<file path="src/rtl/vlsu_axi_ot_limiter.sv">
// Outstanding-burst limiter and drain gate between the VLSU AXI master port and the interconnect.
// Optional stall-cycle counters are built when VLSU_OT_LIMITER_STATS_EN is defined.
module vlsu_axi_ot_limiter #(
  parameter int unsigned MaxOutstandingReads  = 8,
  parameter int unsigned MaxOutstandingWrites = 8,
  parameter type axi_req_t = struct packed {
    struct packed {
      logic [3:0]  id;
      logic [31:0] addr;
      logic [7:0]  len;
    } aw;
    logic aw_valid;
    struct packed {
      logic [31:0] data;
      logic [3:0]  strb;
      logic        last;
    } w;
    logic w_valid;
    logic b_ready;
    struct packed {
      logic [3:0]  id;
      logic [31:0] addr;
      logic [7:0]  len;
    } ar;
    logic ar_valid;
    logic r_ready;
  },
  parameter type axi_resp_t = struct packed {
    logic aw_ready;
    logic ar_ready;
    logic w_ready;
    logic b_valid;
    struct packed {
      logic [3:0] id;
      logic [1:0] resp;
    } b;
    logic r_valid;
    struct packed {
      logic [3:0]  id;
      logic [31:0] data;
      logic [1:0]  resp;
      logic        last;
    } r;
  },
  localparam int unsigned RdCntWidth = $clog2(MaxOutstandingReads + 1),
  localparam int unsigned WrCntWidth = $clog2(MaxOutstandingWrites + 1)
) (
  input  logic                  clk_i,
  input  logic                  rst_ni,
  input  axi_req_t              slv_req_i,
  output axi_resp_t             slv_resp_o,
  output axi_req_t              mst_req_o,
  input  axi_resp_t             mst_resp_i,
  input  logic                  drain_req_i,
  output logic                  drain_ack_o,
  output logic [RdCntWidth-1:0] rd_outstanding_o,
  output logic [WrCntWidth-1:0] wr_outstanding_o,
  output logic                  error_o
`ifdef VLSU_OT_LIMITER_STATS_EN
  ,
  output logic [31:0]           rd_stall_cycles_o,
  output logic [31:0]           wr_stall_cycles_o
`endif
);

  localparam logic [1:0] StRun     = 2'd0;
  localparam logic [1:0] StDrain   = 2'd1;
  localparam logic [1:0] StDrained = 2'd2;

  localparam logic [RdCntWidth-1:0] RdMax = RdCntWidth'(MaxOutstandingReads);
  localparam logic [WrCntWidth-1:0] WrMax = WrCntWidth'(MaxOutstandingWrites);

  logic [1:0]            r_state, w_state_nxt;
  logic [RdCntWidth-1:0] r_rd_cnt, w_rd_cnt_nxt;
  logic [WrCntWidth-1:0] r_wr_cnt, w_wr_cnt_nxt;
  logic                  r_error, w_error_nxt;
  logic                  r_drain_ack;

  logic w_ar_block, w_aw_block;
  logic w_ar_hs, w_aw_hs, w_r_hs, w_r_last_hs, w_b_hs;
  logic w_rd_underflow, w_wr_underflow;

  // Blocking depends only on registered state: no ready->valid combinational path.
  assign w_ar_block = (r_rd_cnt == RdMax) || (r_state != StRun);
  assign w_aw_block = (r_wr_cnt == WrMax) || (r_state != StRun);

  always_comb begin
    mst_req_o          = slv_req_i;
    mst_req_o.ar_valid = slv_req_i.ar_valid && !w_ar_block;
    mst_req_o.aw_valid = slv_req_i.aw_valid && !w_aw_block;
  end

  always_comb begin
    slv_resp_o          = mst_resp_i;
    slv_resp_o.ar_ready = mst_resp_i.ar_ready && !w_ar_block;
    slv_resp_o.aw_ready = mst_resp_i.aw_ready && !w_aw_block;
  end

  assign w_ar_hs     = slv_req_i.ar_valid && !w_ar_block && mst_resp_i.ar_ready;
  assign w_aw_hs     = slv_req_i.aw_valid && !w_aw_block && mst_resp_i.aw_ready;
  assign w_r_hs      = mst_resp_i.r_valid && slv_req_i.r_ready;
  assign w_r_last_hs = w_r_hs && mst_resp_i.r.last;
  assign w_b_hs      = mst_resp_i.b_valid && slv_req_i.b_ready;

  always_comb begin
    w_rd_cnt_nxt   = r_rd_cnt;
    w_rd_underflow = 1'b0;
    if (w_ar_hs && !w_r_last_hs) begin
      w_rd_cnt_nxt = r_rd_cnt + RdCntWidth'(1);
    end else if (!w_ar_hs && w_r_last_hs) begin
      if (r_rd_cnt == '0) begin
        w_rd_underflow = 1'b1;
      end else begin
        w_rd_cnt_nxt = r_rd_cnt - RdCntWidth'(1);
      end
    end
  end

  always_comb begin
    w_wr_cnt_nxt   = r_wr_cnt;
    w_wr_underflow = 1'b0;
    if (w_aw_hs && !w_b_hs) begin
      w_wr_cnt_nxt = r_wr_cnt + WrCntWidth'(1);
    end else if (!w_aw_hs && w_b_hs) begin
      if (r_wr_cnt == '0) begin
        w_wr_underflow = 1'b1;
      end else begin
        w_wr_cnt_nxt = r_wr_cnt - WrCntWidth'(1);
      end
    end
  end

  // resp[1] covers both SLVERR and DECERR.
  assign w_error_nxt = r_error || w_rd_underflow || w_wr_underflow ||
                       (w_r_hs && mst_resp_i.r.resp[1]) ||
                       (w_b_hs && mst_resp_i.b.resp[1]);

  always_comb begin
    w_state_nxt = r_state;
    case (r_state)
      StRun: begin
        if (drain_req_i) w_state_nxt = StDrain;
      end
      StDrain: begin
        if (!drain_req_i) begin
          w_state_nxt = StRun;
        end else if ((r_rd_cnt == '0) && (r_wr_cnt == '0)) begin
          w_state_nxt = StDrained;
        end
      end
      StDrained: begin
        if (!drain_req_i) w_state_nxt = StRun;
      end
      default: w_state_nxt = StRun;
    endcase
  end

  always_ff @(posedge clk_i or negedge rst_ni) begin
    if (!rst_ni) begin
      r_state     <= StRun;
      r_rd_cnt    <= '0;
      r_wr_cnt    <= '0;
      r_error     <= 1'b0;
      r_drain_ack <= 1'b0;
    end else begin
      r_state     <= w_state_nxt;
      r_rd_cnt    <= w_rd_cnt_nxt;
      r_wr_cnt    <= w_wr_cnt_nxt;
      r_error     <= w_error_nxt;
      r_drain_ack <= (w_state_nxt == StDrained);
    end
  end

  assign drain_ack_o      = r_drain_ack;
  assign rd_outstanding_o = r_rd_cnt;
  assign wr_outstanding_o = r_wr_cnt;
  assign error_o          = r_error;

`ifdef VLSU_OT_LIMITER_STATS_EN
  logic [31:0] r_rd_stall, r_wr_stall;

  always_ff @(posedge clk_i or negedge rst_ni) begin
    if (!rst_ni) begin
      r_rd_stall <= '0;
      r_wr_stall <= '0;
    end else begin
      if (slv_req_i.ar_valid && w_ar_block && (r_rd_stall != '1)) begin
        r_rd_stall <= r_rd_stall + 32'd1;
      end
      if (slv_req_i.aw_valid && w_aw_block && (r_wr_stall != '1)) begin
        r_wr_stall <= r_wr_stall + 32'd1;
      end
    end
  end

  assign rd_stall_cycles_o = r_rd_stall;
  assign wr_stall_cycles_o = r_wr_stall;
`endif

endmodule

</file>
<file path="config.mk">
export PLATFORM = sky130hd
export DESIGN_NAME = vlsu_axi_ot_limiter
export DESIGN_NICKNAME = d
export VERILOG_FILES = /design/src/rtl/vlsu_axi_ot_limiter.sv
export SDC_FILE = /design/constraint.sdc
export NUM_CORES = 1
export LEC_CHECK = 0
export CAP_MARGIN = 20
export CORE_AREA = 4 4 144 146
export CTS_BUF_LIST = sky130_fd_sc_hd__clkbuf_8
export CTS_CLUSTER_DIAMETER = 100
export DETAILED_ROUTE_END_ITERATION = 12
export DIE_AREA = 0 0 148 150
export PLACE_DENSITY = 0.54
export SLEW_MARGIN = 20
export SYNTH_ARGS = -nofsm -noshare
export SYNTH_HDL_FRONTEND = slang
export SYNTH_SLANG_ARGS = --single-unit
</file>
<file path="constraint.sdc">
create_clock -name clk_i -period 2.5 [get_ports clk_i]
set_clock_uncertainty 0.2 [all_clocks]
set_input_delay 0.375 -clock clk_i [delete_from_list [all_inputs] [get_ports clk_i]]
set_output_delay 0.375 -clock clk_i [all_outputs]
set_load 0.02 [all_outputs]
</file>
==> flow_metrics.env, run 1 <==
export IMPL_outcome="finished, final reports clean"
export IMPL_final_layout_worst_hold_slack_ns=0.296
export IMPL_rows=51
export IMPL_yosys_warnings=0
export IMPL_clock_fmax_ghz=0.419
export IMPL_tritoncts_num_buffers=3
export IMPL_chipHeight_um=150
export IMPL_syn_inst=258
export IMPL_worst_skew_pair_late_latency_ns=0.24
export IMPL_drt_total_wl_mm=6.19
export IMPL_post_route_period_util_pct=95.4
export IMPL_critical_path_required_ns=2.47
export IMPL_dr_total_vias=1104
export IMPL_timing_max_transition_violations_final=0
export IMPL_adder_and_majority_gate_portion_of_the_synthesized_area_pct=6.58
export IMPL_crit_chain="nor3_2 > a211oi_2 > and3_1 > ha_1 > inv_2 > ha_1 > a21oi_2 > a211oi_1 > a31oi_1 > xnor2_1"
export IMPL_worst_r2r_setup_slack_ns=0.12
export IMPL_synth_ff_latch_count=12
export IMPL_largest_family_of_logic_cells_by_synthesized_area="buffers and inverters"
export IMPL_timing_worst_slew_pin_value_ns=0.591
export IMPL_i_o_pins=373
export IMPL_timing_critical_path_fanout_max=4
export IMPL_htreeDepth=1
export IMPL_reg2reg_to="wr_outstanding_o[3]"
export IMPL_post_dp_cell_area_mm2=0.00164
export IMPL_synth_xor_area_share_pct=2.47
export IMPL_final_nets=335
export IMPL_grt_first_pass_wirelength_mm=8.29
export IMPL_io_buffers=34
export IMPL_synthesis_nets=451
export IMPL_dp_hpwl_mm=5.18
export IMPL_critical_path_arrival_ns=2.35
export IMPL_crit_buf_inv=1
export IMPL_post_drt_via_cell_ratio=2.72
export IMPL_vias_in_the_first_global_route=1235
export IMPL_core_area_mm2=0.0194
export IMPL_maxCapViolations=0
export IMPL_startpoint="wr_outstanding_o[1]"
export IMPL_drive_gt1_share_pct=31.9
export IMPL_maximum_ir_drop_on_the_vdd_rail_mv=0.164
export IMPL_timing_critical_path_max_delay_family="compound AO/OA/AOI/OAI gates"
export IMPL_grt_use_total_pct=5.19
export IMPL_synth_lib_cells_used_distinct=25
export IMPL_slew_headroom_pct=60.5
export IMPL_tritoncts="yes"
export IMPL_grt_overflow_total=0
export IMPL_final_min_clock_period_ns=2.38
export IMPL_clk_pin_slew_ns=0.06
export IMPL_hold_viol_final=0
export IMPL_regToRegStartpoint="wr_outstanding_o[1]"
export IMPL_post_synth_and_or_nand_nor_area_fraction_pct=9.28
export IMPL_sequential_fraction_of_the_synthesis_area_pct=14.1
export IMPL_first_pass_iters=4
export IMPL_die_w_um=148
export IMPL_muxShareOfSynthArea_pct=0.470
export IMPL_antennaDiodeCount=0
export IMPL_worst_setup_path_endpoint="wr_outstanding_o[3]"
export IMPL_finalSetupViolations=0
export IMPL_clock_tree_buffer_depth=2
export IMPL_design_area_mm2=0.00175
export IMPL_cp_num_cells=10
export IMPL_worstRegToRegCells=10
export IMPL_slowest_stage="dfrtp_2"
export IMPL_detail_route_wl_per_cell_um=15.3
export IMPL_pwr_density_cell_mw_per_mm2=868
export IMPL_gp_congestion=0.689
export IMPL_critPathKind="reg -> reg"
export IMPL_p_leak_uw=0.000631
export IMPL_compound_cell_area_share_of_the_yosys_netlist_pct=3.88
export IMPL_cp_end_kind="flop"
export IMPL_fillerInstances=2290
export IMPL_grt_start_max_net_pins=13
export IMPL_critPathMostFrequentCell="ha_1"
export IMPL_mean_post_synth_cell_area_um2=8.26
export IMPL_clkSinkCount=12
export IMPL_fp_dieArea_mm2=0.0222
export IMPL_flow_area_growth_from_synthesis_pct=-18.0
export IMPL_worst_hold_class="reg -> reg"
export IMPL_crit_path_max_incr_delay_ns=0.41
export IMPL_final_routed_drc_violation_total=0
export IMPL_setup_worst_path_start_class="flop"
export IMPL_mappedNetlistArea_mm2=0.00213
export IMPL_cts_root_cell="clkbuf_8"
export IMPL_drt_iter0_markers=44
export IMPL_final_antenna_net_count=0
export IMPL_initial_antenna_violation_count=0
export IMPL_initial_cell_density_of_the_core_pct=11.0
cell usage in the layout, fill, tap and decap left out:
master	n
clkdlybuf4s50_1	32
buf_4	21
nand2_1	8
dfrtp_1	8
nand3_1	7
and2_1	6
ha_1	6
inv_1	5
clkbuf_8	4
dfrtp_2	4
a21oi_1	3
xor2_1	3
a21oi_2	3
xnor2_1	3
and3_1	2
nor3_2	2
a211oi_2	2
inv_2	2
nor3_1	2
a31oi_1	2
fa_1	2
nor2_2	1
a311oi_2	1
nor4_4	1
nor4_2	1
mux2i_1	1
and3b_2	1
nand4_1	1
a211oi_1	1
o21ai_0	1
nor2_1	1
ha_4	1
ha_2	1
dlymetal6s2s_1	1
dlygate4sd2_1	1
metal layers:
metal	wire length (µm)	GRT usage, %	share of wire (%)	vias to the layer above
met5	0	0	0	-
met3	1260	4.33	20	88
met2	2880	8.04	46	139
met4	682	6.70	11	0
met1	1370	3.25	22	469
li1	-	-	-	408
what timing repair did:
action	4_1_cts	5_1_grt
pin swaps	0	4
cloned	0	0
setup endpoints to repair	3	4
resized for setup	5	8
hold buffers	0	0
buffers inserted	0	1
registers in the layout, summed over array words and instances, names as in the netlist:
signal / cells
rd_outstanding_o: 4
wr_outstanding_o: 4
r_state: 2
drain_ack_o: 1
error_o: 1
cells by family after synthesis:
family,after synthesis
and+or+nand+nor,33
DFF,12
muxes,1
adders and majority gates,10
xor gates and xnor gates,6
buffers and inverters,183
AOI/OAI and AO/OA,13
power breakdown:
group          switching [µW]  internal (µW)  leakage (µW)  total (µW)
Clock                    76.5            139     0.0000288         216
Sequential               45.9            269      0.000139         314
Combinational             525            462      0.000463         986
cell type report:
class | count | area, µm² | share of cell area [%]
Multi-Input combinational cell | 63 | 529 | 30.3
Sequential cell | 12 | 305 | 17.5
Timing Repair Buffer | 55 | 499 | 28.6
Clock buffer | 4 | 55.1 | 3.15
Tap cell | 265 | 332 | 19.0
Inverter | 7 | 26.3 | 1.50
stage by stage:
stage	TNS [ns]	setup slack (ns)	instances	util [%]	power, µW
after floorplan	-0.0147	-0.0147	258	-	1160
after global placement	0	0.00826	401	8.44	1220
after detailed placement	-0.0319	-0.0319	401	8.44	1240
after CTS	0	0.0111	405	8.82	1490
after global routing	-0.0162	-0.0162	406	9.00	1630
final	0	0.116	406	9.00	1520
how the worst min path moves through the flow:
stage / cells after the start / endpoint / start / slack, ns
after floorplan: 0 / drain_ack_o / rst_ni / -0.12
after global placement: 2 / error_o / error_o / 0.29
after detailed placement: 2 / error_o / error_o / 0.30
after CTS: 2 / error_o / error_o / 0.31
after global routing: 2 / error_o / error_o / 0.34
final: 2 / error_o / error_o / 0.30
tightest hold or removal path: stages (launching register included):
cell and delay, ns:
dfrtp_1 0.34, a21oi_1 0.05, nand4_1 0.08
cell usage after synthesis (all sizes together):
master / instances / area [µm²]
nor3: 4 / 25.0
nand3: 7 / 35.0
o21ai: 1 / 5.00
nand4: 1 / 6.26
nor2: 2 / 7.51
a21oi: 6 / 33.8
a311oi: 1 / 8.76
a31oi: 2 / 12.5
and3b: 1 / 10.0
inv: 7 / 26.3
a211oi: 3 / 22.5
nor4: 2 / 33.8
and3: 2 / 12.5
buf: 176 / 1320
nand2: 8 / 30.0
ha: 8 / 100
xnor2: 3 / 26.3
fa: 2 / 40.0
mux2i: 1 / 10.0
and2: 6 / 37.5
xor2: 3 / 26.3
dfrtp: 12 / 300
No activity file was read; power rests on OpenSTA's default activity.
==> inputs of run 2 (changes only) <==
--- a/config.mk
+++ b/config.mk
@@ -6,12 +6,15 @@
 export NUM_CORES = 1
 export LEC_CHECK = 0
 export CAP_MARGIN = 20
-export CORE_AREA = 4 4 144 146
+export CELL_PAD_IN_SITES_DETAIL_PLACEMENT = 1
+export CELL_PAD_IN_SITES_GLOBAL_PLACEMENT = 2
+export CORE_ASPECT_RATIO = 1.4
+export CORE_MARGIN = 4
+export CORE_UTILIZATION = 10
 export CTS_BUF_LIST = sky130_fd_sc_hd__clkbuf_8
 export CTS_CLUSTER_DIAMETER = 100
 export DETAILED_ROUTE_END_ITERATION = 12
-export DIE_AREA = 0 0 148 150
-export PLACE_DENSITY = 0.54
+export PLACE_DENSITY = 0.95
 export SLEW_MARGIN = 20
 export SYNTH_ARGS = -nofsm -noshare
 export SYNTH_HDL_FRONTEND = slang
==> run 2 against run 1 <==
Against the previous run:
- wire length is 86% higher
- sequential share of layout area down 0.67 points
- fmax decreased by 0.42%
- clock power is 3% higher
- combinational power is 6% higher
- sequential cell count is the same
- sequential power decreased by 2%
- worst hold slack better by 0.0031 ns
- largest power group unchanged
==> flow_metrics.env, run 2 (synthesis gave the netlist of run 1 again) <==
export IMPL_final_routed_drc_violation_total=0
export IMPL_pwr_density_cell_mw_per_mm2=872
export IMPL_post_drt_via_cell_ratio=2.84
export IMPL_critical_path_arrival_ns=2.36
export IMPL_antennaDiodeCount=0
export IMPL_i_o_pins=373
export IMPL_htreeDepth=1
export IMPL_fin_setup_tns_ns=0
export IMPL_worstRegToRegCells=10
export IMPL_flow_area_growth_from_synthesis_pct=-14.7
export IMPL_grt_start_max_net_pins=13
export IMPL_initial_cell_density_of_the_core_pct=10.3
export IMPL_hold_viol_final=0
export IMPL_first_pass_iters=4
export IMPL_clock_fmax_ghz=0.418
export IMPL_crit_path_max_incr_delay_ns=0.41
export IMPL_total_power_uw=1580
export IMPL_dp_hpwl_mm=10.6
export IMPL_clk_pin_slew_ns=0.06
export IMPL_setup_worst_path_start_class="flop"
export IMPL_final_nets=339
export IMPL_multiInputGateArea_um2=573
export IMPL_clkSinkCount=12
export IMPL_reg2reg_to="rd_outstanding_o[3]"
export IMPL_die_w_um=131
export IMPL_maximum_ir_drop_on_the_vdd_rail_mv=0.152
export IMPL_vias_in_the_first_global_route=1265
export IMPL_cp_num_cells=10
export IMPL_seqCellArea_um2=305
export IMPL_fp_dieArea_mm2=0.0237
export IMPL_slowest_stage="dfrtp_1"
export IMPL_outcome="finished, final reports clean"
export IMPL_crit_chain="a311oi_1 > buf_4 > and3_4 > ha_2 > inv_2 > ha_4 > a21oi_2 > a211oi_2 > a31oi_1 > xnor2_1"
export IMPL_timing_worst_slew_pin_value_ns=0.661
export IMPL_cp_end_kind="flop"
export IMPL_worst_setup_path_endpoint="rd_outstanding_o[3]"
export IMPL_critPathKind="reg -> reg"
export IMPL_io_buffers=34
export IMPL_timing_max_transition_violations_final=0
export IMPL_drt_total_wl_mm=11.5
export IMPL_crit_path_setup_slack_layout_ns=0.106
export IMPL_groute_layer_met3_usage_pct=14.4
export IMPL_most_common_cell_after_layout_fill_and_taps_aside="clkdlybuf4s50_1"
export IMPL_worst_r2r_setup_slack_ns=0.11
export IMPL_layout_cells_non_filler=401
export IMPL_worst_hold_class="reg -> reg"
export IMPL_finalSetupViolations=0
export IMPL_regToRegStartpoint="r_state[0]"
export IMPL_final_antenna_net_count=0
export IMPL_grt_overflow_total=0
export IMPL_post_place_ws_ns=-0.0949
export IMPL_critical_path_required_ns=2.46
export IMPL_worst_skew_pair_late_latency_ns=0.24
export IMPL_fillerInstances=2406
export IMPL_detail_route_wl_per_cell_um=28.8
export IMPL_numPlacedInstances=394
export IMPL_cts_root_cell="clkbuf_8"
export IMPL_dr_total_vias=1140
export IMPL_startpoint="r_state[0]"
export IMPL_globalRoute_busiestLayer="met3"
export IMPL_tritoncts_num_buffers=3
export IMPL_ctsHoldBuffers=0
export IMPL_crit_buf_inv=2
export IMPL_slew_headroom_pct=55.8
export IMPL_maxCapViolations=0
export IMPL_rows=62
export IMPL_final_min_clock_period_ns=2.39
export IMPL_layout_common_cells="30 x clkdlybuf4s50_1, 25 x buf_4, 8 x nand2_1, 8 x dfrtp_1, 6 x and2_1"
export IMPL_use_met2_pct=13.6
export IMPL_p_leak_uw=0.000677
export IMPL_drt_iter0_markers=21
export IMPL_post_route_period_util_pct=95.8
export IMPL_grt_use_total_pct=9.08
export IMPL_gp_congestion=0.733
export IMPL_groute_layer_met1_usage_pct=3.50
export IMPL_clock_tree_buffer_depth=2
export IMPL_drive_gt1_share_pct=36.6
export IMPL_timing_critical_path_max_delay_family="compound AO/OA/AOI/OAI gates"
export IMPL_tritoncts="yes"
export IMPL_chipHeight_um=181
export IMPL_final_layout_worst_hold_slack_ns=0.299
export IMPL_core_area_mm2=0.0207
export IMPL_initial_antenna_violation_count=0
export IMPL_grt_first_pass_wirelength_mm=14.0
export IMPL_timing_critical_path_fanout_max=3
==> run 2: changes by cell type in the layout (fill, tap and decap cells not counted), sizes merged <==
cell / before / now
clkdlybuf4s50: 32 / 30
buf: 21 / 25
dlymetal6s2s: 1 / 3
==> run 2: layout make-up <==
cell class,instances,share of cell area (%)
sequential,12,16.8
multi-input combinational,63,31.5
timing repair buffer,59,29.4
inverter,7,1.58
clock buffer,4,3.03
tap,256,17.6
==> run 2: worst register-to-register path, stage by stage, from the launching register on <==
cell	delay, ns
dfrtp_1	0.41
a311oi_1	0.26
buf_4	0.16
and3_4	0.18
ha_2	0.18
inv_2	0.06
ha_4	0.23
a21oi_2	0.17
a211oi_2	0.09
a31oi_1	0.21
xnor2_1	0.16
==> run 2: what timing repair did <==
action                                 in CTS  in global routing
resized for setup                           5                 16
setup endpoints to repair                   3                  6
endpoints found under the hold margin       0                  0
pin swaps                                   0                  3
buffers inserted                            0                  3
gates cloned                                0                  0
==> run 2: metal layers <==
metal / wire length, µm / up-vias
li1: - / 414
met4: 1100 / 0
met5: 0 / -
met2: 4960 / 148
met1: 1540 / 458
met3: 3930 / 120
==> run 2: how the worst min path moves through the flow <==
stage / depth (start not counted) / start / slack, ns / to
global placement: 2 / error_o / 0.28 / error_o
floorplan: 0 / rst_ni / -0.12 / drain_ack_o
global route: 2 / error_o / 0.34 / error_o
CTS: 2 / error_o / 0.30 / error_o
detailed placement: 2 / error_o / 0.28 / error_o
finish: 2 / error_o / 0.30 / error_o
==> run 2: power by group <==
part | total [µW] | switching, µW | internal [µW]
sequential | 308 | 40.4 | 268
clock | 222 | 82.7 | 139
combinational | 1050 | 544 | 508
==> run 2: through the flow <==
step	instance area (µm²)	utilization [%]
after global routing	1820	8.77
final	1820	8.77
after detailed placement	1640	7.92
after CTS	1710	8.28
after global placement	1640	7.92
after floorplan	2140	-
==> patch (settings of run 2) <==
Set the parameter `MaxOutstandingWrites` to 4 (it was 8).
--- a/src/rtl/vlsu_axi_ot_limiter.sv
+++ b/src/rtl/vlsu_axi_ot_limiter.sv
@@ -3,5 +3,5 @@
 module vlsu_axi_ot_limiter #(
   parameter int unsigned MaxOutstandingReads  = 8,
-  parameter int unsigned MaxOutstandingWrites = 8,
+  parameter int unsigned MaxOutstandingWrites = 4,
   parameter type axi_req_t = struct packed {
     struct packed {
Ports: changed (resized wr_outstanding_o); port bits go from 373 to 372. No check against the original RTL was run, so the function may have changed too.
==> patch against run 2 <==
Wire length grew 0.58%; total power shrank 12%; largest cell class is now non-clock buffers; area after synthesis fell by 5.1%; sequential cell count decreased by 1; setup slack worse by 0.071 ns; critical path depth is 1 lower; combinational power down 13%; final area down 7.4%; via count is 8.9% lower; count of clock-buffer cells in the layout decreased by 1; final cell count fell by 3.7%; sequential power shrank 6.8%.
==> patch: results (changes against run 2) <==
.. list-table::
   :header-rows: 1

   * - Metric
     - Value
   * - Crit path arrival time
     - 2.44 ns (was 2.36 ns)
   * - Clock sinks
     - 11 (was 12)
   * - Worst VDD drop
     - 139 uV (was 152 uV)
   * - Clock-cell share
     - 2.68% (was 3.03%)
   * - Sequential share of the synthesized area
     - 13.6% (was 14.1%)
   * - Power share of the sequential group
     - 20.7% (was 19.5%)
   * - Pre-CTS setup slack
     - -0.194 ns (was -0.0949 ns)
   * - Combined area of the multi-input logic cells
     - 493 sq um (was 573 sq um)
   * - Post-route clock period utilization
     - 98.6% (was 95.8%)
   * - Repair and plain buffers
     - 58 (was 59)
   * - First DRT Iteration DRCs
     - 19 (was 21)
   * - Reg2reg path depth
     - 9 (was 10)
   * - Worst hold slack
     - 0.297 ns (was 0.299 ns)
   * - Global-route wire length before repair
     - 13.5 mm (was 14.0 mm)
   * - Wire length on met1
     - 1.39 mm (was 1.54 mm)
   * - Overall track demand over capacity in global routing
     - 9.67% (was 9.08%)
   * - Share of final layout cell area taken by non-clock buffers
     - 31.2% (was 29.4%)
   * - Proportion of cell area occupied by registers
     - 16.7% (was 16.8%)
   * - Count of fill cells added during filler insertion
     - 2342 (was 2406)
   * - Family with the most delay on the worst path
     - simple AND/OR/NAND/NOR gates (was compound AO/OA/AOI/OAI gates)
   * - Area of placed instances
     - 1510 sq um (was 1640 sq um)
   * - Fraction of final layout cells with drive strength greater than 1
     - 38.8% (was 36.6%)
   * - Met2 Routed Length
     - 5.27 mm (was 4.96 mm)
   * - Slowest cell delay on critical path
     - 0.39 ns (was 0.41 ns)
   * - Worst slew margin
     - 56.8% (was 55.8%)
   * - Cell types occupying the most area after synthesis
     - sky130_fd_sc_hd__buf_4, sky130_fd_sc_hd__dfrtp_1, sky130_fd_sc_hd__ha_1, sky130_fd_sc_hd__fa_1, sky130_fd_sc_hd__and2_1 (unchanged)
   * - Clock buffer count
     - 3 (was 4)
   * - Average cell area after synthesis
     - 8.15 sq um (was 8.26 sq um)
   * - WL met3
     - 3.39 mm (was 3.93 mm)
   * - Outcome
     - finished clean (unchanged)
   * - Total detailed-routing wirelength
     - 11.6 mm (was 11.5 mm)
   * - Switching power total
     - 590 uW (was 668 uW)
   * - Average via count per standard cell
     - 2.69 (was 2.84)
   * - Netlist cell types
     - 21 (was 25)
   * - Vias in the first global route
     - 1212 (was 1265)
   * - Power density relative to cell area
     - 824 nW/um^2 (was 872 nW/um^2)
   * - Layout inverter count without the clock tree
     - 6 (was 7)
[patch: changes by cell type in the layout (fill, tap and decap cells not counted), moves of 2 or more]
cell	change
sky130_fd_sc_hd__clkdlybuf4s50_1	-2
sky130_fd_sc_hd__ha_4	-2
sky130_fd_sc_hd__dfrtp_1	-2
sky130_fd_sc_hd__fa_2	+2
sky130_fd_sc_hd__fa_1	-2
sky130_fd_sc_hd__xnor2_1	-2
sky130_fd_sc_hd__nand3_2	-2
[patch: timing repair]
action,in CTS,in global routing
hold buffers,0,0
setup endpoints to repair,4,6
pin swaps,1,7
setup buffers,3,1
resized for setup,6,19
[patch: kinds of logic (layout without fill, tap and decap cells)]
group / count (synthesis) / count (layout) / synth area share, %
adder cells (fa/ha/maj): 8 / 8 / 5.69
XOR/XNOR: 5 / 5 / 2.17
buffers and inverters: 182 / 68 / 66.5
flip-flops: 11 / 11 / 13.6
multiplexers: 1 / 1 / 0.495
AO/OA/AOI/OAI: 10 / 10 / 2.91
AND/OR/NAND/NOR: 31 / 31 / 8.66
